`config.mk`:
```
export PLATFORM = sky130hd
export DESIGN_NAME = udp_rx_filter_flat
export DESIGN_NICKNAME = d
export VERILOG_FILES = /design/src/rtl/udp_rx_filter_pkg.sv /design/src/rtl/udp_rx_filter_if.sv /design/src/rtl/udp_rx_sat_counter.sv /design/src/rtl/udp_rx_filter.sv /design/src/flat_wrapper.sv
export SDC_FILE = /design/constraint.sdc
export NUM_CORES = 1
export LEC_CHECK = 0
export BUFFER_PORTS_ARGS = -buffer_cell sky130_fd_sc_hd__buf_2
export CAP_MARGIN = 40
export CORE_ASPECT_RATIO = 0.6
export CORE_MARGIN = 4
export CORE_UTILIZATION = 53
export DETAILED_ROUTE_END_ITERATION = 16
export GPL_TIMING_DRIVEN = 0
export PLACE_DENSITY_LB_ADDON = 0.15
export SETUP_SLACK_MARGIN = 0.05
export SYNTH_ARGS = -nofsm -noshare
export SYNTH_HDL_FRONTEND = slang
export SYNTH_HIERARCHICAL = 1
export SYNTH_SLANG_ARGS = --single-unit
export TNS_END_PERCENT = 50
```
`constraint.sdc`:
```
create_clock -name clock -period 3.14 [get_ports clock]
set_input_delay 0.471 -clock clock [delete_from_list [all_inputs] [get_ports clock]]
set_output_delay 0.471 -clock clock [all_outputs]
set_load 0.02 [all_outputs]
```
`src/rtl/udp_rx_filter_pkg.sv`:
```
// Shared types and protocol constants for the UDP receive filter.
// Optional VLAN support is enabled by defining UDP_RX_VLAN_EN.
package udp_rx_pkg;

  localparam int unsigned BYTE_CNT_W = 16;

  localparam logic [15:0] ETHERTYPE_IPV4 = 16'h0800;
  localparam logic [15:0] ETHERTYPE_VLAN = 16'h8100;
  localparam logic [7:0]  IP_PROTO_UDP   = 8'h11;
  localparam int unsigned ETH_HDR_LEN    = 14;
  localparam int unsigned UDP_HDR_LEN    = 8;
  localparam int unsigned IP_MIN_IHL     = 5;
  localparam int unsigned VLAN_TAG_LEN   = 4;

  typedef enum logic [2:0] {
    ST_IDLE,
    ST_ETH,
    ST_IP,
    ST_UDP,
    ST_PAYLOAD,
    ST_DRAIN
`ifdef UDP_RX_VLAN_EN
    , ST_VLAN
`endif
  } state_e;

endpackage

```
`src/rtl/udp_rx_filter_if.sv`:
```
// Byte-stream handshake between the input FIFO, the filter and the output FIFO.
interface udp_rx_filter_if;
  logic       in_rd_en;
  logic       in_empty;
  logic [7:0] in_dout;
  logic       in_sof;
  logic       in_eof;
  logic       out_wr_en;
  logic       out_full;
  logic [7:0] out_din;
  logic       out_sof;
  logic       out_eof;

  // Filter side
  modport slave (
    output in_rd_en, out_wr_en, out_din, out_sof, out_eof,
    input  in_empty, in_dout, in_sof, in_eof, out_full
  );

  // FIFO / environment side
  modport master (
    input  in_rd_en, out_wr_en, out_din, out_sof, out_eof,
    output in_empty, in_dout, in_sof, in_eof, out_full
  );
endinterface

```
`src/rtl/udp_rx_sat_counter.sv`:
```
// Saturating event counter used for the filter statistics.
module udp_rx_sat_counter #(
  parameter int unsigned CNT_W = 16
) (
  input  logic             clock,
  input  logic             reset,
  input  logic             inc,
  output logic [CNT_W-1:0] count
);

  logic [CNT_W-1:0] count_q;

  // Count up on inc, hold at all-ones
  always_ff @(posedge clock) begin
    if (reset) begin
      count_q <= '0;
    end else if (inc && (count_q != {CNT_W{1'b1}})) begin
      count_q <= count_q + CNT_W'(1);
    end
  end

  assign count = count_q;

endmodule

```
`src/rtl/udp_rx_filter.sv`:
```
// Ethernet/IPv4/UDP frame filter: forwards the UDP payload of matching
// frames, drains everything else, keeps saturating statistics.
// Define UDP_RX_VLAN_EN to accept single 802.1Q tagged frames.
module udp_rx_filter
  import udp_rx_pkg::*;
#(
  parameter logic [15:0]  DST_PORT = 16'd0,
  parameter int unsigned  CNT_W    = 16
) (
  input  logic             clock,
  input  logic             reset,
  udp_rx_filter_if.slave   bus,
  output logic [CNT_W-1:0] pkt_count,
  output logic [CNT_W-1:0] drop_count,
  output logic [CNT_W-1:0] trunc_count
);

  state_e                state_q, state_d;
  logic [BYTE_CNT_W-1:0] byte_cnt_q, byte_cnt_d;
  logic [7:0]            type_hi_q, type_hi_d;
  logic [3:0]            ihl_q, ihl_d;
  logic [7:0]            proto_q, proto_d;
  logic [15:0]           port_q, port_d;
  logic [15:0]           len_q, len_d;
  logic [15:0]           rem_q, rem_d;
  logic                  first_q, first_d;

  logic                  take_c;
  logic                  hdr_c;
  logic                  reject_c;
  logic                  rd_en_c, wr_en_c, sof_c, eof_c;
  logic                  inc_pkt_c, inc_drop_c, inc_trunc_c;
  logic [15:0]           type_c;
  logic [15:0]           ip_last_c;

  assign take_c    = !bus.in_empty;
  assign type_c    = {type_hi_q, bus.in_dout};
  assign ip_last_c = {10'd0, ihl_q, 2'b00} - 16'd1;

  // Next-state, capture and handshake decode
  always_comb begin
    state_d     = state_q;
    byte_cnt_d  = byte_cnt_q;
    type_hi_d   = type_hi_q;
    ihl_d       = ihl_q;
    proto_d     = proto_q;
    port_d      = port_q;
    len_d       = len_q;
    rem_d       = rem_q;
    first_d     = first_q;
    hdr_c       = 1'b0;
    reject_c    = 1'b0;
    rd_en_c     = 1'b0;
    wr_en_c     = 1'b0;
    sof_c       = 1'b0;
    eof_c       = 1'b0;
    inc_pkt_c   = 1'b0;
    inc_drop_c  = 1'b0;
    inc_trunc_c = 1'b0;

    case (state_q)
      ST_IDLE: begin
        if (take_c) begin
          if (bus.in_sof) begin
            state_d    = ST_ETH;
            byte_cnt_d = '0;
          end else begin
            rd_en_c = 1'b1;
          end
        end
      end

      ST_ETH: begin
        hdr_c = 1'b1;
        if (take_c) begin
          rd_en_c    = 1'b1;
          byte_cnt_d = byte_cnt_q + 16'd1;
          if (byte_cnt_q == 16'(ETH_HDR_LEN - 2)) type_hi_d = bus.in_dout;
          if (byte_cnt_q == 16'(ETH_HDR_LEN - 1)) begin
            byte_cnt_d = '0;
            if (type_c == ETHERTYPE_IPV4) begin
              state_d = ST_IP;
`ifdef UDP_RX_VLAN_EN
            end else if (type_c == ETHERTYPE_VLAN) begin
              state_d = ST_VLAN;
`else
            end else if (type_c == ETHERTYPE_VLAN) begin
              reject_c = 1'b1;  // tagged frames unsupported in this build
`endif
            end else begin
              reject_c = 1'b1;
            end
          end
        end
      end

`ifdef UDP_RX_VLAN_EN
      ST_VLAN: begin
        hdr_c = 1'b1;
        if (take_c) begin
          rd_en_c    = 1'b1;
          byte_cnt_d = byte_cnt_q + 16'd1;
          if (byte_cnt_q == 16'(VLAN_TAG_LEN - 2)) type_hi_d = bus.in_dout;
          if (byte_cnt_q == 16'(VLAN_TAG_LEN - 1)) begin
            byte_cnt_d = '0;
            if (type_c == ETHERTYPE_IPV4) state_d = ST_IP;
            else                          reject_c = 1'b1;
          end
        end
      end
`endif

      ST_IP: begin
        hdr_c = 1'b1;
        if (take_c) begin
          rd_en_c    = 1'b1;
          byte_cnt_d = byte_cnt_q + 16'd1;
          if (byte_cnt_q == 16'd0) begin
            ihl_d = bus.in_dout[3:0];
            if ((bus.in_dout[7:4] != 4'd4) || (bus.in_dout[3:0] < 4'(IP_MIN_IHL)))
              reject_c = 1'b1;
          end else if (byte_cnt_q == ip_last_c) begin
            byte_cnt_d = '0;
            if (proto_q == IP_PROTO_UDP) state_d = ST_UDP;
            else                         reject_c = 1'b1;
          end
          if (byte_cnt_q == 16'd9) proto_d = bus.in_dout;
        end
      end

      ST_UDP: begin
        hdr_c = 1'b1;
        if (take_c) begin
          rd_en_c    = 1'b1;
          byte_cnt_d = byte_cnt_q + 16'd1;
          case (byte_cnt_q)
            16'd2:   port_d[15:8] = bus.in_dout;
            16'd3:   port_d[7:0]  = bus.in_dout;
            16'd4:   len_d[15:8]  = bus.in_dout;
            16'd5:   len_d[7:0]   = bus.in_dout;
            default: ;
          endcase
          if (byte_cnt_q == 16'(UDP_HDR_LEN - 1)) begin
            byte_cnt_d = '0;
            if ((DST_PORT != 16'd0) && (port_q != DST_PORT)) begin
              reject_c = 1'b1;
            end else if (len_q <= 16'(UDP_HDR_LEN)) begin
              reject_c = 1'b1;
            end else begin
              state_d = ST_PAYLOAD;
              rem_d   = len_q - 16'(UDP_HDR_LEN);
              first_d = 1'b1;
            end
          end
        end
      end

      ST_PAYLOAD: begin
        if (take_c && !bus.out_full) begin
          rd_en_c = 1'b1;
          wr_en_c = 1'b1;
          sof_c   = first_q;
          first_d = 1'b0;
          rem_d   = rem_q - 16'd1;
          if ((rem_q == 16'd1) || bus.in_eof) begin
            eof_c       = 1'b1;
            inc_pkt_c   = 1'b1;
            inc_trunc_c = (rem_q != 16'd1);
            state_d     = bus.in_eof ? ST_IDLE : ST_DRAIN;
          end
        end
      end

      ST_DRAIN: begin
        if (take_c) begin
          rd_en_c = 1'b1;
          if (bus.in_eof) state_d = ST_IDLE;
        end
      end

      default: state_d = ST_IDLE;
    endcase

    // A rejected header or an early end of frame inside a header is one drop
    if (reject_c || (hdr_c && take_c && bus.in_eof)) begin
      inc_drop_c = 1'b1;
      state_d    = bus.in_eof ? ST_IDLE : ST_DRAIN;
    end
  end

  // State and header field registers
  always_ff @(posedge clock) begin
    if (reset) begin
      state_q    <= ST_IDLE;
      byte_cnt_q <= '0;
      type_hi_q  <= '0;
      ihl_q      <= '0;
      proto_q    <= '0;
      port_q     <= '0;
      len_q      <= '0;
      rem_q      <= '0;
      first_q    <= 1'b0;
    end else begin
      state_q    <= state_d;
      byte_cnt_q <= byte_cnt_d;
      type_hi_q  <= type_hi_d;
      ihl_q      <= ihl_d;
      proto_q    <= proto_d;
      port_q     <= port_d;
      len_q      <= len_d;
      rem_q      <= rem_d;
      first_q    <= first_d;
    end
  end

  // Payload is a zero-latency pass-through; everything is quiet in reset
  assign bus.in_rd_en  = rd_en_c && !reset;
  assign bus.out_wr_en = wr_en_c && !reset;
  assign bus.out_din   = (wr_en_c && !reset) ? bus.in_dout : 8'h00;
  assign bus.out_sof   = sof_c && !reset;
  assign bus.out_eof   = eof_c && !reset;

  udp_rx_sat_counter #(.CNT_W(CNT_W)) u_pkt_cnt (
    .clock (clock),
    .reset (reset),
    .inc   (inc_pkt_c && !reset),
    .count (pkt_count)
  );

  udp_rx_sat_counter #(.CNT_W(CNT_W)) u_drop_cnt (
    .clock (clock),
    .reset (reset),
    .inc   (inc_drop_c && !reset),
    .count (drop_count)
  );

  udp_rx_sat_counter #(.CNT_W(CNT_W)) u_trunc_cnt (
    .clock (clock),
    .reset (reset),
    .inc   (inc_trunc_c && !reset),
    .count (trunc_count)
  );

endmodule

```
`src/flat_wrapper.sv`:
```
// flat-port wrapper written by rule: the top's interface ports become plain ports
module udp_rx_filter_flat import udp_rx_pkg::*;
#(
  parameter logic [15:0]  DST_PORT = 16'd0,
  parameter int unsigned  CNT_W    = 16
)
  (clock, reset, pkt_count, drop_count, trunc_count, bus_in_rd_en, bus_out_wr_en, bus_out_din, bus_out_sof, bus_out_eof, bus_in_empty, bus_in_dout, bus_in_sof, bus_in_eof, bus_out_full);
  udp_rx_filter_if bus_i ();
  input  logic clock;
  input  logic reset;
  output logic [CNT_W-1:0] pkt_count;
  output logic [CNT_W-1:0] drop_count;
  output logic [CNT_W-1:0] trunc_count;
  output wire logic [$bits(bus_i.in_rd_en)-1:0] bus_in_rd_en;
  output wire logic [$bits(bus_i.out_wr_en)-1:0] bus_out_wr_en;
  output wire logic [$bits(bus_i.out_din)-1:0] bus_out_din;
  output wire logic [$bits(bus_i.out_sof)-1:0] bus_out_sof;
  output wire logic [$bits(bus_i.out_eof)-1:0] bus_out_eof;
  input wire logic [$bits(bus_i.in_empty)-1:0] bus_in_empty;
  input wire logic [$bits(bus_i.in_dout)-1:0] bus_in_dout;
  input wire logic [$bits(bus_i.in_sof)-1:0] bus_in_sof;
  input wire logic [$bits(bus_i.in_eof)-1:0] bus_in_eof;
  input wire logic [$bits(bus_i.out_full)-1:0] bus_out_full;
  assign bus_in_rd_en = bus_i.in_rd_en;
  assign bus_out_wr_en = bus_i.out_wr_en;
  assign bus_out_din = bus_i.out_din;
  assign bus_out_sof = bus_i.out_sof;
  assign bus_out_eof = bus_i.out_eof;
  assign bus_i.in_empty = bus_in_empty;
  assign bus_i.in_dout = bus_in_dout;
  assign bus_i.in_sof = bus_in_sof;
  assign bus_i.in_eof = bus_in_eof;
  assign bus_i.out_full = bus_out_full;
  udp_rx_filter #(.DST_PORT(DST_PORT), .CNT_W(CNT_W)) u_core (.clock(clock), .reset(reset), .bus(bus_i), .pkt_count(pkt_count), .drop_count(drop_count), .trunc_count(trunc_count));
endmodule
```
# == Yosys cells after proc, flatten, opt, wreduce, memory -nomap -nowiden ==
# Cells that the tools add are included.
# word_totals
regBits,120
in_bits,14
out_inout_bits,60
wordCells,166
# op_classes
addsub,7
order_cmp,2
eq_ne,44
n_mux,68
bitwise_logic,1
reduce_logical,32
# op_table
op,n
two-way mux 16 bit,13
"adder 16 x 1 -> 16 bit, second input constant",4
one-hot mux 16 bit (4 select lines),1
two-way mux 3 bit,18
"equality test 16 x 3 -> 1 bit, second input constant",3
"equality test 16 x 4 -> 1 bit, second input constant",3
"inequality test 16 bit, second input constant",3
one-hot mux 16 bit (2 select lines),1
two-way mux 1 bit,30
"inequality test 3 x 1 -> 1 bit, second input constant",7
"inequality test 3 x 2 -> 1 bit, second input constant",7
one-hot mux 3 bit (6 select lines),1
"equality test 16 x 1 -> 1 bit, second input constant",1
"equality test 16 x 12 -> 1 bit, second input constant",1
equality test 16 bit,1
"<= comparator 16 x 4 -> 1 bit, second input constant",1
zero test 16 bit,1
"inequality test 16 x 1 -> 1 bit, second input constant",1
AND reduction 16 bit,1
"subtractor 16 x 1 -> 16 bit, second input constant",1
"subtractor 16 x 4 -> 16 bit, second input constant",1
AND reduction 3 bit,5
logical AND 1 bit,12
"inequality test 2 bit, second input constant",6
other kinds (22),31

# == Longest topological paths before layout ==
# logic_depth
ltp_word,10
depth_mapped,13

# == By module ==
# The synthesis kept the hierarchy.
# modules_own_cells
mod,n_inst,cells_each,area_per_inst_um2
udp_rx_filter,1,526,4167.7
udp_rx_sat_counter,3,99,848.3

# == Worst setup path before layout ==
# Ideal clock, no wire load.
# synth_timing
path_kind,register -> register
from,register u_core.state_q[2]
to,"register u_core.u_pkt_cnt.count_q[9], in the netlist u_core/u_pkt_cnt/count[9]"
setup_ns,0.070
arrival_ns,3.156
setup_slack_ns,-0.086
path_stages_with_launch,11
n_path_buf,4
synth_period_minus_slack_ns,3.226
path_cell_list,dfxtp_1 > clkbuf_1 > clkbuf_1 > nand2_1 > clkbuf_1 > nor4_1 > a21boi_0 > nand2_1 > clkbuf_1 > or4_1 > a21oi_1
# synth_between
elab_chain_len,4
# synth_lines
element,line_no,text
"start, declared",udp_rx_filter.sv:18,"state_e state_q, state_d;"
"start signal, assigned",udp_rx_filter.sv:204,state_q <= state_d;
equality test 3 bit,n/a,
two-way mux 1 bit,n/a,
logical AND 1 bit,n/a,
via bus_out_eof,flat_wrapper.sv:18,output wire logic [$bits(bus_i.out_eof)-1:0] bus_out_eof;
logical AND 1 bit,udp_rx_sat_counter.sv:17,end else if (inc && (count_q != {CNT_W{1'b1}})) begin
"end signal, assigned",udp_rx_sat_counter.sv:18,count_q <= count_q + CNT_W'(1);
"end, declared",udp_rx_sat_counter.sv:11,logic [CNT_W-1:0] count_q;
# The timed path passes the listed nets, and every way through them passes these cells.
# A chain may end at the register's enable or synchronous reset.

# == Worst setup path after layout ==
# layout_timing
from,register u_core.byte_cnt_q[13]
to,"register u_core.u_drop_cnt.count_q[13], in the netlist u_core/u_drop_cnt/count[13]"
# layout_between
elab_chain_len,9
elab_cells_between_ends,16
cone_classes,3 x eq/ne; 9 x mux; 4 x reduce/logical
# layout_lines
element,line_no,text
"start, declared",udp_rx_filter.sv:19,"logic [BYTE_CNT_W-1:0] byte_cnt_q, byte_cnt_d;"
"start signal, assigned",udp_rx_filter.sv:205,byte_cnt_q <= byte_cnt_d;
equality test 16 bit,udp_rx_filter.sv:122,end else if (byte_cnt_q == ip_last_c) begin
two-way mux 1 bit,udp_rx_filter.sv:122,
two-way mux 1 bit,udp_rx_filter.sv:118,if (byte_cnt_q == 16'd0) begin
two-way mux 1 bit,udp_rx_filter.sv:115,if (take_c) begin
one-hot mux 1 bit (3 select lines) (*),udp_rx_filter.sv:61,case (state_q)
logical OR 1 bit (*),udp_rx_filter.sv:185,if (reject_c || (hdr_c && take_c && bus.in_eof)) begin
two-way mux 1 bit (*),udp_rx_filter.sv:185,
logical AND 1 bit (*),udp_rx_filter.sv:233,".inc (inc_drop_c && !reset),"
logical AND 1 bit (*),udp_rx_sat_counter.sv:17,
"end signal, assigned",udp_rx_sat_counter.sv:18,
"end, declared",udp_rx_sat_counter.sv:11,
# Mark *: on every way between the ends. The rest lies on a longest branch, timed or not.

==> Implementation_results.wiki <==
{| class="wikitable"
! Metric !! Value
|-
| Total die area || 0.01459 sq mm
|-
| Power per cell area || between 400 and 500 mW/mm^2
|-
| Largest cells by area after synthesis || sky130_fd_sc_hd__dfxtp_1 (36%), sky130_fd_sc_hd__mux2i_1 (6.6%), sky130_fd_sc_hd__nor2_1 (5.3%)
|-
| Critical Path Source || u_core/byte_cnt_q[13]
|-
| Share of Yosys cell area claimed by the top area cell type || 35.79%
|-
| Hold violation count in the final report || 0
|-
| Number of setup violations in the final report || 0
|-
| Comb power frac || approximately 4.6%
|-
| CP Launch Type || flop
|-
| Worst reg2reg setup slack || between 100 and 150 ps
|-
| Number of clock sinks seen by CTS || 120
|-
| Number of synthesized register bits || between 100 and 150
|-
| Commonest cells in the netlist || sky130_fd_sc_hd__dfxtp_1 (120), sky130_fd_sc_hd__nor2_1 (94), sky130_fd_sc_hd__nand2_1 (64)
|-
| Endpoint class of the critical path || flop
|-
| Die W || approximately 150 um
|-
| Worst-Skew Late Latency || 420 ps
|-
| Global-route usage over all layers || between 20% and 30%
|-
| Worst slack, placed || -712.0 ps
|-
| Worst hold path class || in2reg
|-
| 1st-pass router iterations || 5
|-
| Most heavily used metal layer in global routing || met1
|-
| Net Count, Synth || ~850
|-
| Via count of the routed design || 6981
|-
| Number of input and output port buffers inserted || 73
|-
| Class of the most critical setup path || reg2reg
|-
| Unrepaired setup endpoints after global routing || false
|-
| Share of the clock period used by the worst path after layout || 95.90%
|-
| Final setup margin || 128.6 ps
|-
| Clock slew seen by the registers of the worst setup and hold paths || 60 ps
|-
| Antenna violations before repair || 0
|-
| Die height || approximately 95 um
|-
| Count of flip-flops with a built-in enable after synthesis || 0
|-
| Worst Max-Slew Pin Slew || between 800 and 900 ps
|-
| Core area || 0.01222 sq mm
|-
| Routed length per placed instance || 18.35 um
|-
| Worst clock skew on the final layout || 16.57 ps
|-
| Synthesis warning total || 6
|-
| Leftover overflow at the end of global routing || 0
|-
| Crit-path most repeated cell || sky130_fd_sc_hd__nand2_4
|-
| Total clock buffers created by CTS || 17
|-
| Clock tree from TritonCTS || yes
|-
| Critical path fanouts, max || 7
|-
| Count of pins on the block boundary || 74
|-
| Hold wc startpoint || bus_in_dout[7]
|-
| Pin count of the biggest net entering global routing || 17
|-
| Data required time at the worst endpoint || between 3000 and 4000 ps
|-
| Number of max-slew violations in the final report || 0
|-
| Net switching power of the design || between 800 and 900 uW
|-
| Sequential cell fraction of total power || between 40% and 50%
|-
| Sequential fraction of the synthesis area || 35.79%
|-
| Antenna Cells || 0
|-
| Peak supply drop || between 0.3 and 0.4 mV
|-
| Cell count after synthesis || slightly above 800
|-
| Sw Ratio || 23.43%
|-
| Int Power || 2.829 mW
|-
| Routed Antenna Nets || 0
|-
| Endpoint of the worst hold-timing path || u_core/type_hi_q[7]
|-
| RR Endpoint || u_core/u_drop_cnt/count[13]
|-
| WL final || 20340 um
|-
| Post-route DRC violation count || 0
|-
| Deepest clock path buffer count || 2
|-
| Number of global-route vias before repair || approximately 6300
|-
| Avg Vias per Cell || 6.301
|-
| Detailed router's first-iteration violation count || 810
|-
| Number of distinct standard cells referenced by the synthesized netlist || 65
|-
| # Max-Cap Violations || 0
|-
| Site Rows || 31
|-
| Register-to-Register Path Depth || 11
|-
| Global-route wire length before repair || ~32000 um
|-
| DP HPWL || 14140 um
|-
| Met1 routing resource usage after global routing || 39.76%
|-
| Depth of the worst hold-timing path || 3
|-
| Cells along the critical path || nor4_2, nand3_1, mux2i_1, or3_4, o21ai_4, nand2_4, nor2_4, nand2_4, buf_8, or4_1, a21oi_2
|-
| Layout net count || 954
|-
| FMAX || 332.1 MHz
|-
| Post-layout minimum cycle time || 3011 ps
|-
| Outcome || completed
|-
| Syn-to-layout area delta || 22.14%
|-
| Share of cells above drive strength 1 || around a fifth
|-
| Cell with the biggest individual delay on the critical path || sky130_fd_sc_hd__or4_1
|-
| Initial Utilization || 54.94%
|-
| P_leak || 3.305 nW
|-
| GR Util met2 || 39.24%
|-
| Summed instance area of the synthesized netlist || 0.006713 sq mm
|-
| Headroom to the max-slew limit || 42.39%
|-
| Most used standard cell by instance count after synthesis || sky130_fd_sc_hd__dfxtp_1
|-
| R2R Path Start || u_core/byte_cnt_q[13]
|-
| Cell at the root of the clock tree || sky130_fd_sc_hd__clkbuf_16
|-
| Relative contribution of the clock network to total power || a little over half
|-
| Prevailing post-synth register cell || sky130_fd_sc_hd__dfxtp_1
|-
| Post-synth top area cell || sky130_fd_sc_hd__dfxtp_1
|-
| Final total negative setup slack || 0 ps
|-
| Weighted congestion reported at the end of routability-driven placement || 0.9625
|-
| Synthesized area per cell || ~8.2 sq um
|-
| Layout filler cell count || about 1000
|-
| Met3 layer usage reported by global route || about 6%
|-
| Max incr delay on CP || ~500 ps
|-
| Share of synthesized registers carrying an async set or reset || 0%
|-
| WP data arrival || 3360 ps
|-
| H-tree depth reported by CTS || 4
|}
==> worst max path at each step <==
stage,to,slack (ps)
after global routing,u_core/u_drop_cnt/count[13],20
after floorplan,u_core/u_drop_cnt/count[9],20
after global placement,u_core/u_drop_cnt/count[13],-550
after detailed placement,u_core/u_drop_cnt/count[15],-710
final,u_core/u_drop_cnt/count[13],130
after CTS,u_core/u_drop_cnt/count[9],50
==> area by class of cell <==
| cell class | instances | area (sq um) | share of cell area, % |
|---|---|---|---|
| Timing Repair Buffer | 89 | 489.2 | 5.967 |
| Clock inverter | 14 | 173.9 | 2.121 |
| Inverter | 25 | 93.84 | 1.145 |
| Tap cell | 165 | 206.4 | 2.518 |
| Multi-Input combinational cell | 638 | 4213 | 51.38 |
| Clock buffer | 18 | 429.2 | 5.234 |
| Sequential cell | 120 | 2416 | 29.47 |
| Buffer | 39 | 177.7 | 2.167 |
==> per-layer routing <==
metal / vias up / routed length, um
li1: 3277 / -
met1: 3310 / 9597
met2: 361 / 8597
met3: 33 / 1881
met4: 0 / 261
met5: - / 0
==> registers in the layout, indices dropped and copies added (netlist names) <==
register / count
u_core/first_q: 1
u_core/state_q: 3
u_core/proto_q: 8
u_core/u_drop_cnt/count: 16
u_core/byte_cnt_q: 16
u_core/u_trunc_cnt/count: 16
u_core/ihl_q: 4
u_core/type_hi_q: 8
u_core/rem_q: 16
u_core/u_pkt_cnt/count: 16
u_core/len_q: 16
==> repair_timing <==
item                       4_1_cts  5_1_grt
resized for setup               27       24
pin swaps                       13        8
hold buffers                     0        0
setup endpoints to repair       48       56
cloned                           1        0
buffers inserted                13        2
==> cells in the final DEF (no fill, tap or decap), types with 5 or more instances in the layout <==
cell type and count:
sky130_fd_sc_hd__ha_1 8, sky130_fd_sc_hd__nor4_2 5, sky130_fd_sc_hd__inv_1 23, sky130_fd_sc_hd__a21oi_1 58, sky130_fd_sc_hd__nand4_1 15, sky130_fd_sc_hd__nor4_1 15, sky130_fd_sc_hd__dfxtp_1 111, sky130_fd_sc_hd__o21ai_0 33
sky130_fd_sc_hd__a211oi_1 6, sky130_fd_sc_hd__nand2_1 62, sky130_fd_sc_hd__a22oi_1 5, sky130_fd_sc_hd__and2_1 12, sky130_fd_sc_hd__buf_2 77, sky130_fd_sc_hd__nand3b_1 9, sky130_fd_sc_hd__xor2_1 9, sky130_fd_sc_hd__o21a_1 5
sky130_fd_sc_hd__nand3_1 44, sky130_fd_sc_hd__and4_1 9, sky130_fd_sc_hd__dfxtp_2 8, sky130_fd_sc_hd__and3_1 8, sky130_fd_sc_hd__or3_1 13, sky130_fd_sc_hd__nand2b_1 6, sky130_fd_sc_hd__nor2_1 93, sky130_fd_sc_hd__buf_4 17
sky130_fd_sc_hd__clkbuf_16 17, sky130_fd_sc_hd__mux2i_1 44, sky130_fd_sc_hd__clkbuf_1 26, sky130_fd_sc_hd__nor3_1 30, sky130_fd_sc_hd__nor2b_1 9, sky130_fd_sc_hd__xnor2_1 13, sky130_fd_sc_hd__or4_1 21, sky130_fd_sc_hd__o31ai_1 23
==> power by group through the flow <==
stage	combinational [mW]	sequential [mW]	clock, mW
final	0.171	1.53	1.99
after global routing	0.181	1.53	2.09
after floorplan	0.0939	1.56	0
after global placement	0.148	1.57	0
after CTS	0.161	1.53	2.01
after detailed placement	0.152	1.57	0
==> kinds of logic after synthesis <==
family | count (synthesis) | synth area share (%)
flip-flops | 120 | 35.79
adder cells (fa/ha/maj) | 10 | 1.864
AO/OA/AOI/OAI | 173 | 16.50
AND/OR/NAND/NOR | 386 | 32.04
multiplexers | 47 | 7.064
buffers and inverters | 65 | 3.877
XOR/XNOR | 22 | 2.871
==> worst max-delay path, delay by kind of cell (launching register included) <==
kind / cells / cell delay (ps)
AND/OR/NAND/NOR: 7 / 1920
AO/OA/AOI/OAI: 2 / 300
buffers and inverters: 1 / 140
flip-flops: 1 / 370
multiplexers: 1 / 220
==> stage by stage <==
step | utilization [%] | instance area [sq um] | cells | power [mW] | hold slack, ps
2_1_floorplan | - | 6713 | 823 | 1.659 | 445.8
3_3_place_gp | 59.62 | 7284 | 1061 | 1.713 | 469.0
3_5_place_dp | 59.62 | 7284 | 1061 | 1.718 | 481.6
4_1_cts | 66.44 | 8118 | 1107 | 3.706 | 381.4
5_1_grt | 67.11 | 8199 | 1108 | 3.808 | 399.0
6_report | 67.11 | 8199 | 1108 | 3.695 | 386.9
Power figures use the tool's default switching activity.
